File: src/rtl/key_entry_pkg.sv
// key_entry_pkg: key indices, digit count and FSM state encoding for the key entry front end
package key_entry_pkg;
   localparam int NUM_KEYS   = 5;
   localparam int NUM_DIGITS = 8;
   localparam int KEY_INC    = 0;
   localparam int KEY_DEC    = 1;
   localparam int KEY_LEFT   = 2;
   localparam int KEY_RIGHT  = 3;
   localparam int KEY_EDIT   = 4;
   typedef enum logic {IDLE = 1'b0, EDIT = 1'b1} state_t;
endpackage

File: src/rtl/key_entry_debounce.sv
// key_debounce: synchroniser, debounce counter, stable level and press pulse for one key
module key_debounce #(
   parameter int DEBOUNCE_CYCLES = 1_000_000
) (
   input  logic clk_i,
   input  logic rst_i,
   input  logic key_i,
   output logic press_o
);
   localparam int CW = $clog2(DEBOUNCE_CYCLES + 1);
   logic [1:0]    sync_q;
   logic [CW-1:0] cnt_q;
   logic          stable_q, prev_q, press_q;
   always_ff @(posedge clk_i) begin
      if (rst_i) begin
         sync_q   <= '0;
         cnt_q    <= '0;
         stable_q <= 1'b0;
         prev_q   <= 1'b0;
         press_q  <= 1'b0;
      end else begin
         sync_q  <= {sync_q[0], key_i};
         prev_q  <= stable_q;
         press_q <= stable_q & ~prev_q;
         // any agreeing cycle restarts the count, so short glitches never flip the level
         if (sync_q[1] == stable_q) cnt_q <= '0;
         else if (cnt_q == CW'(DEBOUNCE_CYCLES - 1)) begin
            stable_q <= sync_q[1];
            cnt_q    <= '0;
         end else cnt_q <= cnt_q + 1'b1;
      end
   end
   assign press_o = press_q;
endmodule

File: src/rtl/key_entry.sv
// key_entry: debounced five-key editor for an 8-digit BCD number with commit strobe
module key_entry
   import key_entry_pkg::*;
#(
   parameter int          DEBOUNCE_CYCLES = 1_000_000,
   parameter logic [31:0] INIT_VALUE      = 32'h0000_0000
) (
   input  logic        clk100mhz,
   input  logic        clr,
   input  logic [4:0]  key_in,
   output logic [31:0] number,
   output logic [2:0]  cursor,
   output logic        edit_mode,
   output logic        load_pulse
);
   localparam logic [2:0] CURSOR_MSD = 3'(NUM_DIGITS - 1);
   logic [NUM_KEYS-1:0] press;
   logic [31:0]         number_q;
   logic [2:0]          cursor_q;
   logic                load_q;
   logic [3:0]          dig, dig_inc, dig_dec;
   state_t              state_q;
   for (genvar k = 0; k < NUM_KEYS; k++) begin : g_key
      key_debounce #(.DEBOUNCE_CYCLES(DEBOUNCE_CYCLES)) u_db (
         .clk_i  (clk100mhz),
         .rst_i  (clr),
         .key_i  (key_in[k]),
         .press_o(press[k])
      );
   end
   always_comb begin
      dig     = number_q[{cursor_q, 2'b00} +: 4];
      dig_inc = (dig == 4'd9) ? 4'd0 : dig + 4'd1;
      dig_dec = (dig == 4'd0) ? 4'd9 : dig - 4'd1;
   end
   always_ff @(posedge clk100mhz) begin
      if (clr) begin
         state_q  <= IDLE;
         number_q <= INIT_VALUE;
         cursor_q <= CURSOR_MSD;
         load_q   <= 1'b0;
      end else begin
         load_q <= 1'b0;
         // edit/commit outranks everything; the remaining keys only act while editing
         if (press[KEY_EDIT]) begin
            cursor_q <= CURSOR_MSD;
            state_q  <= (state_q == IDLE) ? EDIT : IDLE;
            load_q   <= (state_q == EDIT);
         end else if (state_q == EDIT) begin
            if (press[KEY_INC]) number_q[{cursor_q, 2'b00} +: 4] <= dig_inc;
            else if (press[KEY_DEC]) number_q[{cursor_q, 2'b00} +: 4] <= dig_dec;
            else if (press[KEY_LEFT]) cursor_q <= cursor_q + 3'd1;
            else if (press[KEY_RIGHT]) cursor_q <= cursor_q - 3'd1;
         end
      end
   end
   assign number     = number_q;
   assign cursor     = cursor_q;
   assign edit_mode  = (state_q == EDIT);
   assign load_pulse = load_q;
endmodule
File: config.mk
export PLATFORM = sky130hd
export DESIGN_NAME = key_entry
export DESIGN_NICKNAME = d
export VERILOG_FILES = /design/src/rtl/key_entry_pkg.sv /design/src/rtl/key_entry_debounce.sv /design/src/rtl/key_entry.sv
export SDC_FILE = /design/constraint.sdc
export NUM_CORES = 1
export LEC_CHECK = 0
export BUFFER_PORTS_ARGS = -buffer_cell sky130_fd_sc_hd__buf_2
export CORE_MARGIN = 10
export CORE_UTILIZATION = 60
export DETAILED_ROUTE_END_ITERATION = 10
export HOLD_SLACK_MARGIN = 0.06
export PLACE_DENSITY = 0.79
export SYNTH_ARGS = -nofsm -noshare
export SYNTH_HDL_FRONTEND = slang
export SYNTH_SLANG_ARGS = --single-unit
File: constraint.sdc
create_clock -name clk100mhz -period 4.12 [get_ports clk100mhz]
set_input_delay 0.412 -clock clk100mhz [delete_from_list [all_inputs] [get_ports clk100mhz]]
set_output_delay 0.412 -clock clk100mhz [all_outputs]
set_load 0.005 [all_outputs]
# ---- After elaboration in Yosys (flattened, before gate mapping)
# Cells that the tools add are included.
dict set report classes {
  eq_ne 11
  shifts 4
  n_mux 9
  n_reduce_logical 17
  n_bitwise 18
  addsub 10
}
# operator count
set ops {}
lappend ops {{20-bit by 1-bit adder with 20-bit output (second input constant)} 5}
lappend ops {{20-bit == test (second input constant)} 5}
lappend ops {{32-bit bitwise mux} 2}
lappend ops {{32-bit two-way mux} 2}
lappend ops {{4-bit by 7-bit indexed part select with 32-bit output} 2}
lappend ops {{4-bit by 7-bit variable shift with 32-bit output (first input constant)} 1}
lappend ops {{32-bit by 6-bit indexed part select with 4-bit output} 1}
lappend ops {{3-bit OR reduction} 5}
lappend ops {{1-bit NOT} 13}
lappend ops {{2-bit AND reduction} 5}
lappend ops {{4-bit two-way mux} 2}
lappend ops {{5-bit negator with 7-bit output} 1}
lappend ops {{3-bit two-way mux} 2}
lappend ops {{1-bit AND} 5}
lappend ops {{1-bit == test} 5}
lappend ops {{4-bit by 1-bit adder with 4-bit output (second input constant)} 1}
lappend ops {{4-bit == test (second input constant)} 1}
lappend ops {{4-bit logical NOT} 1}
lappend ops {{4-bit AND reduction} 1}
lappend ops {{2-bit nonzero test} 2}
lappend ops {{2-bit OR reduction} 2}
lappend ops {{4-bit by 1-bit subtractor with 4-bit output (second input constant)} 1}
lappend ops {{3-bit by 1-bit adder with 3-bit output (second input constant)} 1}
lappend ops {{3-bit AND reduction} 1}
lappend ops {{other kinds (2)} 2}
dict set report word_totals {
  out_inout_bits 37
  wordCells 98
  in_bits 7
  ff_bits 162
}

# ---- Depth between registers and ports, before layout
# Gate-level depths: netlist (run 1).
dict set report logic_depth {
  depth_word 7
  depth_mapped 10
  mapped_depth_nobuf 9
}

# ---- Modules after synthesis
# From an unflattened synthesis (run 1), not the netlist that was laid out.
dict set report unflattened {
  cells_unflattened 800
  hier_area_um2 7378.3
}
# mod seq_area_each_um2 cells_per_inst instances area_per_inst_um2
set modules_own_cells {}
lappend modules_own_cells {key_debounce 500.5 118 5 1081.0}
lappend modules_own_cells {key_entry 740.7 210 1 1973.1}

# ---- Least setup slack after synthesis (run 1)
# Ideal clock, no wire load.
dict set report synth_path {
  path_kind {reg-to-reg}
  from {register cursor_q[0] (netlist: cursor[0])}
  to {register number_q[0] (netlist: number[0])}
  slack_ns 1.447
  path_stages_with_launch 9
  period_less_slack_ns 2.673
  required_time_ns 3.992
  n_path_buf 1
  setup_ns 0.128
  arrival_time_ns 2.545
  cell_sequence {dfxtp_1 buf_6 inv_1 ha_1 ha_1 nor3_1 nor4b_1 mux2i_1 nor2_1}
}
dict set report synth_via {
  elab_chain_len 7
  elab_cells_between_ends 15
  cone_classes {3 x add/sub; 1 x eq/ne; 4 x shift; 6 x mux; 1 x reduce/logical}
}
# element line
set synth_lines {}
lappend synth_lines {{start, declared} key_entry.sv:19} ;# logic [2:0] cursor_q;
lappend synth_lines {{start signal, assigned} key_entry.sv:52} ;# else if (press[KEY_LEFT]) cursor_q <= cursor_q + 3'd1;
lappend synth_lines {{start signal, assigned} key_entry.sv:53} ;# else if (press[KEY_RIGHT]) cursor_q <= cursor_q - 3'd1;
lappend synth_lines {{32-bit by 6-bit indexed part select with 4-bit output} key_entry.sv:32} ;# dig = number_q[{cursor_q, 2'b00} +: 4];
lappend synth_lines {{4-bit by 1-bit subtractor with 4-bit output / 4-bit logical NOT (equally long branches)} key_entry.sv:34} ;# dig_dec = (dig == 4'd0) ? 4'd9 : dig - 4'd1;
lappend synth_lines {{4-bit two-way mux} key_entry.sv:34}
lappend synth_lines {{4-bit by 7-bit indexed part select with 32-bit output} key_entry.sv:51} ;# else if (press[KEY_DEC]) number_q[{cursor_q, 2'b00} +: 4] <= dig_dec;
lappend synth_lines {{32-bit bitwise mux} key_entry.sv:51}
lappend synth_lines {{32-bit two-way mux} key_entry.sv:51}
lappend synth_lines {{32-bit two-way mux *} key_entry.sv:50} ;# if (press[KEY_INC]) number_q[{cursor_q, 2'b00} +: 4] <= dig_inc;
lappend synth_lines {{end signal, assigned by index} key_entry.sv:50}
lappend synth_lines {{end signal, assigned by index} key_entry.sv:51}
lappend synth_lines {{end, declared} key_entry.sv:18} ;# logic [31:0] number_q;
# Mark *: on every way between the ends. The rest lies on a longest branch, timed or not. The select of a mux whose other input is x is not followed.
# A chain may end at the register's enable or synchronous reset.

# ---- Final worst setup path (run 1)
dict set report layout_path {
  from {register cursor_q[0] (netlist: cursor[0])}
  to {register number_q[18] (netlist: number[18])}
}
# The elaborated chain is that of the path after synthesis.

==> impl_metrics.json, run 1 <==
{
  "clk_latency_ns": 0.42,
  "synth_top_family_by_area": "simple AND/OR/NAND/NOR gates",
  "path_cells": "mux4_1 > mux2i_4 > ha_1 > nand3b_1 > a22o_1 > a22oi_1 > mux2i_1 > nor2_1",
  "ys.flop_type": "dfxtp_1",
  "layout-drive-gt1-share": 0.112,
  "cp-end-kind": "flip-flop",
  "timing.final.crit_share": 0.796,
  "reg2reg_to": "number[18]",
  "ioPinCount": 44,
  "synth_xor_area_frac": 0.114,
  "placed_area_sq_mm": 0.00736,
  "synthAdderAreaFrac": 0.0259,
  "cts_max_path_buffers": 2,
  "internal-power_mw": 2.60,
  "critPathArrivalTime_ns": 3.63,
  "core-area_sq_mm": 0.0115,
  "r2r_slack_ns": 0.84,
  "busiest_layer": "met2",
  "cp_slowest_cell": "dfxtp_1",
  "synth-simple-area-share": 0.258,
  "fillerInstances": 884,
  "hp-class": "primary input to flip-flop",
  "cts_tree": "yes",
  "io_buffers": 43,
  "clkTransAtPathRegs_ns": 0.06,
  "drtPass1Iterations": 5,
  "setup_ws_ns": 0.842,
  "p_sw_uw": 626,
  "grt_pass1_wl_mm": 24.1,
  "reg2reg_depth": 8,
  "ys_types": 48,
  "grt.overflow.total": 0,
  "setup_violations": 0,
  "syn_inst": 761,
  "finalHoldViolCount": 0,
  "p_sw_frac": 0.194,
  "rsz0062_at_grt": "no",
  "cts_buffers": 17,
  "grt_pass1_vias": 5227,
  "fmax_mhz": 305,
  "status": "complete, no violations",
  "seq_power_share": 0.488,
  "met1_usage": 0.208,
  "drt_first_iter_violations": 519,
  "n_antenna_cell": 0,
  "final_max_slew_viol_count": 0,
  "total_power_mw": 3.23,
  "grt_use_total": 0.173,
  "final_area_sq_mm": 0.00797,
  "drc": 0,
  "max_stage_delay_ns": 0.78,
  "layout.nets": 824,
  "antenna_found_initial": 0,
  "use_met3": 0.0476,
  "dieArea_sq_mm": 0.0165,
  "power_frac_clock": 0.503,
  "worstPathMaxFanout": 15,
  "cts-resized-gates": 0,
  "max-cap-violations": 0,
  "async_flop_share": 0,
  "htreeDepth": 4,
  "r2r_start": "cursor[0]",
  "setup.worst_path.start": "cursor[0]",
  "rows": 39,
  "place_ws_ns": 0.936,
  "start_util": 0.615,
  "cts_root_buffer": "clkbuf_16",
  "synth-edff-count": 0,
  "fin_cells": 957,
  "area_growth_pct": 13.0,
  "syn_avg_cell_area_sq_um": 9.27,
  "finalClockSkew_ns": 0.00511,
  "wirelength_mm": 14.2,
  "grt_max_degree": 40,
  "relSlewSlack": 0.480,
  "die_h_microns": 128,
  "cts_sinks": 162,
  "cts_setup_buffers": 0,
  "synth_seq_cells": 162,
  "worstMarginPinSlew_ns": 0.780,
  "routedWlPerCell_microns": 14.8,
  "place_congestion": 0.929,
  "min_period_ns": 3.28,
  "ant_nets": 0,
  "holdBufCountCts": 0,
  "syn_nets": 782,
  "via_per_inst": 5.74,
  "synthesis.area_sq_mm": 0.00705,
  "placedCellCount": 927,
  "tns_ns": 0,
  "met2_usage": 0.292,
  "vias": 5491,
  "powerDensity_mw_per_mm2": 405,
  "peakVddDrop_mv": 0.359,
  "crit_type": "flip-flop to flip-flop",
  "endpoint": "number[18]",
  "startpoint_type": "flip-flop",
  "crit_required_ns": 4.48,
  "p_leak_nw": 2.83,
  "muxShareOfSynthArea": 0.0555,
  "synth-compound-area-share": 0.0610,
  "die_x_microns": 128,
  "yosysWarnings": 0,
  "dpl.hpwl_mm": 9.90,
  "ys_seq_area_frac": 0.460,
  "comb_power_share": 0.009
}
-- flip-flops by register name (all words and copies together) (netlist names) --
name and cells:
g_key.u_db.prev_q 5, g_key.u_db.cnt_q 100, cursor 3, g_key.u_db.press_o 5, g_key.u_db.stable_q 5, number 32, g_key.u_db.sync_q 10, load_pulse 1
edit_mode 1
-- cell families (layout without fill, tap and decap cells) --
logic type	after synthesis	count (layout)
AO/OA/AOI/OAI	61	61
XOR/XNOR	92	92
adder cells (fa/ha/maj)	14	14
buffers and inverters	42	95
flip-flops	162	162
multiplexers	23	23
AND/OR/NAND/NOR	367	367
-- critical path: cells and delay by family, from the launching register on --
kind,cells,cell delay [ns]
multiplexers,3,1.10
AO/OA/AOI/OAI,2,0.86
AND/OR/NAND/NOR,2,0.21
adder cells (fa/ha/maj),1,0.26
flip-flops,1,0.78
-- how the worst min path moves through the flow --
stage                              end  depth (start not counted)  slack, ns                  from
2_1_floorplan    g_key[0].u_db.press_o                          1       0.37  g_key[0].u_db.prev_q
3_3_place_gp     g_key[4].u_db.press_o                          1       0.37  g_key[4].u_db.prev_q
3_5_place_dp     g_key[2].u_db.press_o                          1       0.37  g_key[2].u_db.prev_q
4_1_cts        g_key[4].u_db.sync_q[0]                          2       0.19             key_in[4]
5_1_grt        g_key[1].u_db.sync_q[0]                          2       0.19             key_in[1]
6_report       g_key[2].u_db.sync_q[0]                          2       0.20             key_in[2]
-- cell usage after synthesis (15+ instances only) --
cell | count | area [sq um]
nand3_1 | 49 | 245
inv_1 | 17 | 63.8
nand3b_1 | 15 | 113
nor2b_1 | 20 | 125
xor2_1 | 57 | 499
nor2_1 | 150 | 563
nand2_1 | 40 | 150
nand4_1 | 22 | 138
or3_1 | 18 | 113
dfxtp_1 | 162 | 3240
xnor2_1 | 35 | 307
clkbuf_1 | 19 | 71.3
-- stage by stage --
stage | hold WS (ns) | utilization
floorplan | 0.367 | -
global placement | 0.373 | 0.642
detailed placement | 0.373 | 0.642
CTS | 0.186 | 0.695
global route | 0.189 | 0.695
finish | 0.196 | 0.695
-- cells in the final DEF, fill, tap and decap left out, drive strengths merged, types with 21 or more instances in the layout --
master	n
nand3	49
xnor2	35
buf	45
dfxtp	162
nor2	150
nand2	40
o21ai	21
xor2	57
nand4	22
-- power groups by stage --
stage	clock (mW)	sequential, mW	combinational, mW
after floorplan	0	1.61	0.0224
final	1.62	1.58	0.0290
after global routing	1.70	1.58	0.0326
after CTS	1.64	1.58	0.0295
after detailed placement	0	1.61	0.0293
after global placement	0	1.61	0.0286
-- routing by layer --
layer  up-vias  share of wire
li1       2708              -
met1      2631           0.45
met2       129           0.49
met3        23          0.047
met4         0          0.016
met5         -              0
-- final cells by class --
cell class	count	area (sq um)	area share
clock buffers	20	447	0.0561
clock inverters	10	160	0.0201
inverters	20	75.1	0.00942
multi-input cells	557	3630	0.456
flip-flops and latches	162	3240	0.407
well taps	143	179	0.0225
repair buffers	45	230	0.0289
No activity file was read; power rests on OpenSTA's default activity.
==> run 2: changes to the inputs <==
--- a/config.mk
+++ b/config.mk
@@ -7,10 +7,10 @@
 export LEC_CHECK = 0
 export BUFFER_PORTS_ARGS = -buffer_cell sky130_fd_sc_hd__buf_2
 export CORE_MARGIN = 10
-export CORE_UTILIZATION = 60
+export CORE_UTILIZATION = 54
 export DETAILED_ROUTE_END_ITERATION = 10
 export HOLD_SLACK_MARGIN = 0.06
-export PLACE_DENSITY = 0.79
+export PLACE_DENSITY = 0.75
 export SYNTH_ARGS = -nofsm -noshare
 export SYNTH_HDL_FRONTEND = slang
 export SYNTH_SLANG_ARGS = --single-unit
==> constraint.sdc (replaced) <==
create_clock -name clk100mhz -period 2.8 [get_ports clk100mhz]
set_input_delay 0.28 -clock clk100mhz [delete_from_list [all_inputs] [get_ports clk100mhz]]
set_output_delay 0.28 -clock clk100mhz [all_outputs]
set_load 0.005 [all_outputs]
==> run 2 against run 1 <==
  * Non-clock buffer count is 16 higher
  * Sequential power is 47% higher
  * Highest routed layer unchanged
  * Largest power group is now registers
  * Global-route usage is 0.85 points lower
  * Via count hardly changed
  * Maximum frequency is 23% higher
  * Power is 41% higher
  * Cell count is 4.8% higher
  * Critical path depth stayed put
  * Register-to-register slack worse by 0.71 ns
  * Critical path type unchanged
  * Clock skew is 0.0052 ns higher
  * Design area is 1.7% higher
==> impl_metrics.json, run 2 (synthesized netlist as in run 1, its figures left out) <==
{
  "hold-path-cell-count": 2,
  "cts_max_path_buffers": 2,
  "crit_required_ns": 3.10,
  "final_common_cell": "dfxtp_1",
  "die_h_microns": 134,
  "setup_violations": 0,
  "layout-drive-gt1-share": 0.136,
  "crit_type": "flip-flop to flip-flop",
  "timing.final.crit_share": 0.951,
  "worstPathMaxFanout": 12,
  "worstMarginPinSlew_ns": 0.666,
  "status": "complete, no violations",
  "final_max_slew_viol_count": 0,
  "ant_nets": 0,
  "clk_latency_ns": 0.42,
  "antenna_found_initial": 0,
  "peakVddDrop_mv": 0.430,
  "layout.nets": 840,
  "cts_sinks": 162,
  "placedCellCount": 970,
  "cts_root_buffer": "clkbuf_16",
  "setup_ws_ns": 0.136,
  "regMostFlops": "g_key.u_db.cnt_q",
  "vias": 5486,
  "via_per_inst": 5.47,
  "grt.overflow.total": 0,
  "area_growth_pct": 14.9,
  "ioPinCount": 44,
  "cts_buffers": 17,
  "rows": 41,
  "grt_pass1_vias": 5356,
  "grt_use_total": 0.165,
  "drc": 0,
  "largest_reg_flops": 100,
  "die_x_microns": 134,
  "finalClockSkew_ns": 0.0103,
  "powerDensity_mw_per_mm2": 563,
  "routedWlPerCell_microns": 14.7,
  "startpoint_type": "flip-flop",
  "drt_first_iter_violations": 317,
  "clkTransAtPathRegs_ns": 0.06,
  "final_cell_mix": "dfxtp_1 (161), nor2_1 (150), xor2_1 (57)",
  "cp-end-kind": "flip-flop",
  "fin_cells": 1003,
  "critPathArrivalTime_ns": 2.96,
  "fillerInstances": 1078,
  "wirelength_mm": 14.7,
  "n_antenna_cell": 0,
  "grt_pass1_wl_mm": 24.9,
  "max-cap-violations": 0,
  "hold_ws_ns": 0.0727,
  "p_leak_nw": 2.90,
  "grt_max_degree": 46,
  "place_ws_ns": -0.163,
  "rsz0062_at_grt": "no",
  "dpl.hpwl_mm": 10.4,
  "fmax_mhz": 375,
  "hp-class": "primary input to flip-flop",
  "finalHoldViolCount": 0,
  "place_congestion": 0.923,
  "io_buffers": 43,
  "min_period_ns": 2.66,
  "drtPass1Iterations": 7,
  "relSlewSlack": 0.556,
  "reg2reg_depth": 8,
  "cts_tree": "yes",
  "core-area_sq_mm": 0.0127,
  "htreeDepth": 4,
  "start_util": 0.554,
  "dieArea_sq_mm": 0.0180
}
[run 2: stage by stage]
step                utilization  power [mW]  TNS (ns)  cell area, sq um
floorplan                     -        2.40         0              7050
global placement          0.590        2.41    -0.353              7500
detailed placement        0.590        2.41     -1.31              7500
CTS                       0.636        4.60         0              8090
global route              0.637        4.70         0              8100
finish                    0.637        4.56         0              8100
[run 2: where the power goes]
part / internal (mW) / switching [mW]
sequential: 2.31 / 0.00503
combinational: 0.0150 / 0.0291
clock: 1.30 / 0.895
total: 3.63 / 0.929
[run 2: what timing repair did]
action	in CTS	in global routing
setup buffers	0	1
resized for setup	3	2
pin swaps	0	1
hold endpoints to repair	1	0
endpoints found under the setup margin	16	11
hold buffers	1	0
[run 2: per-layer routing]
layer / up-vias / wire [microns] / track usage
met3: 21 / 586 / 0.0437
li1: 2745 / - / -
met5: - / 0 / 0
met4: 0 / 178 / 0.0635
met1: 2619 / 6570 / 0.196
met2: 101 / 7370 / 0.277
[run 2: final timing paths]
| kind | startpoint | to | slack, ns |
|---|---|---|---|
| worst min register to register | g_key[3].u_db.prev_q | g_key[3].u_db.press_o | 0.38 |
| worst min-delay path | key_in[1] | g_key[1].u_db.sync_q[0] | 0.07 |
| worst max register to register | cursor[1] | number[0] | 0.14 |
| worst max-delay path | cursor[1] | number[0] | 0.14 |
[run 2: layout make-up]
type                       instances  area (sq um)  area share
tap                              172           215      0.0266
clock inverter                    10          83.8      0.0103
inverter                          20          75.1     0.00927
multi-input combinational        557          3650       0.450
sequential                       162          3250       0.401
timing repair buffer              61           353      0.0436
clock buffer                      21           480      0.0593
[run 2: critical path: stages (launching register included)]
cell     delay (ns)
dfxtp_1        0.62
inv_1          0.18
ha_1           0.22
ha_1           0.28
nor3_1         0.35
nor4b_1        0.38
buf_4          0.24
mux2i_1        0.23
nor2_1         0.05
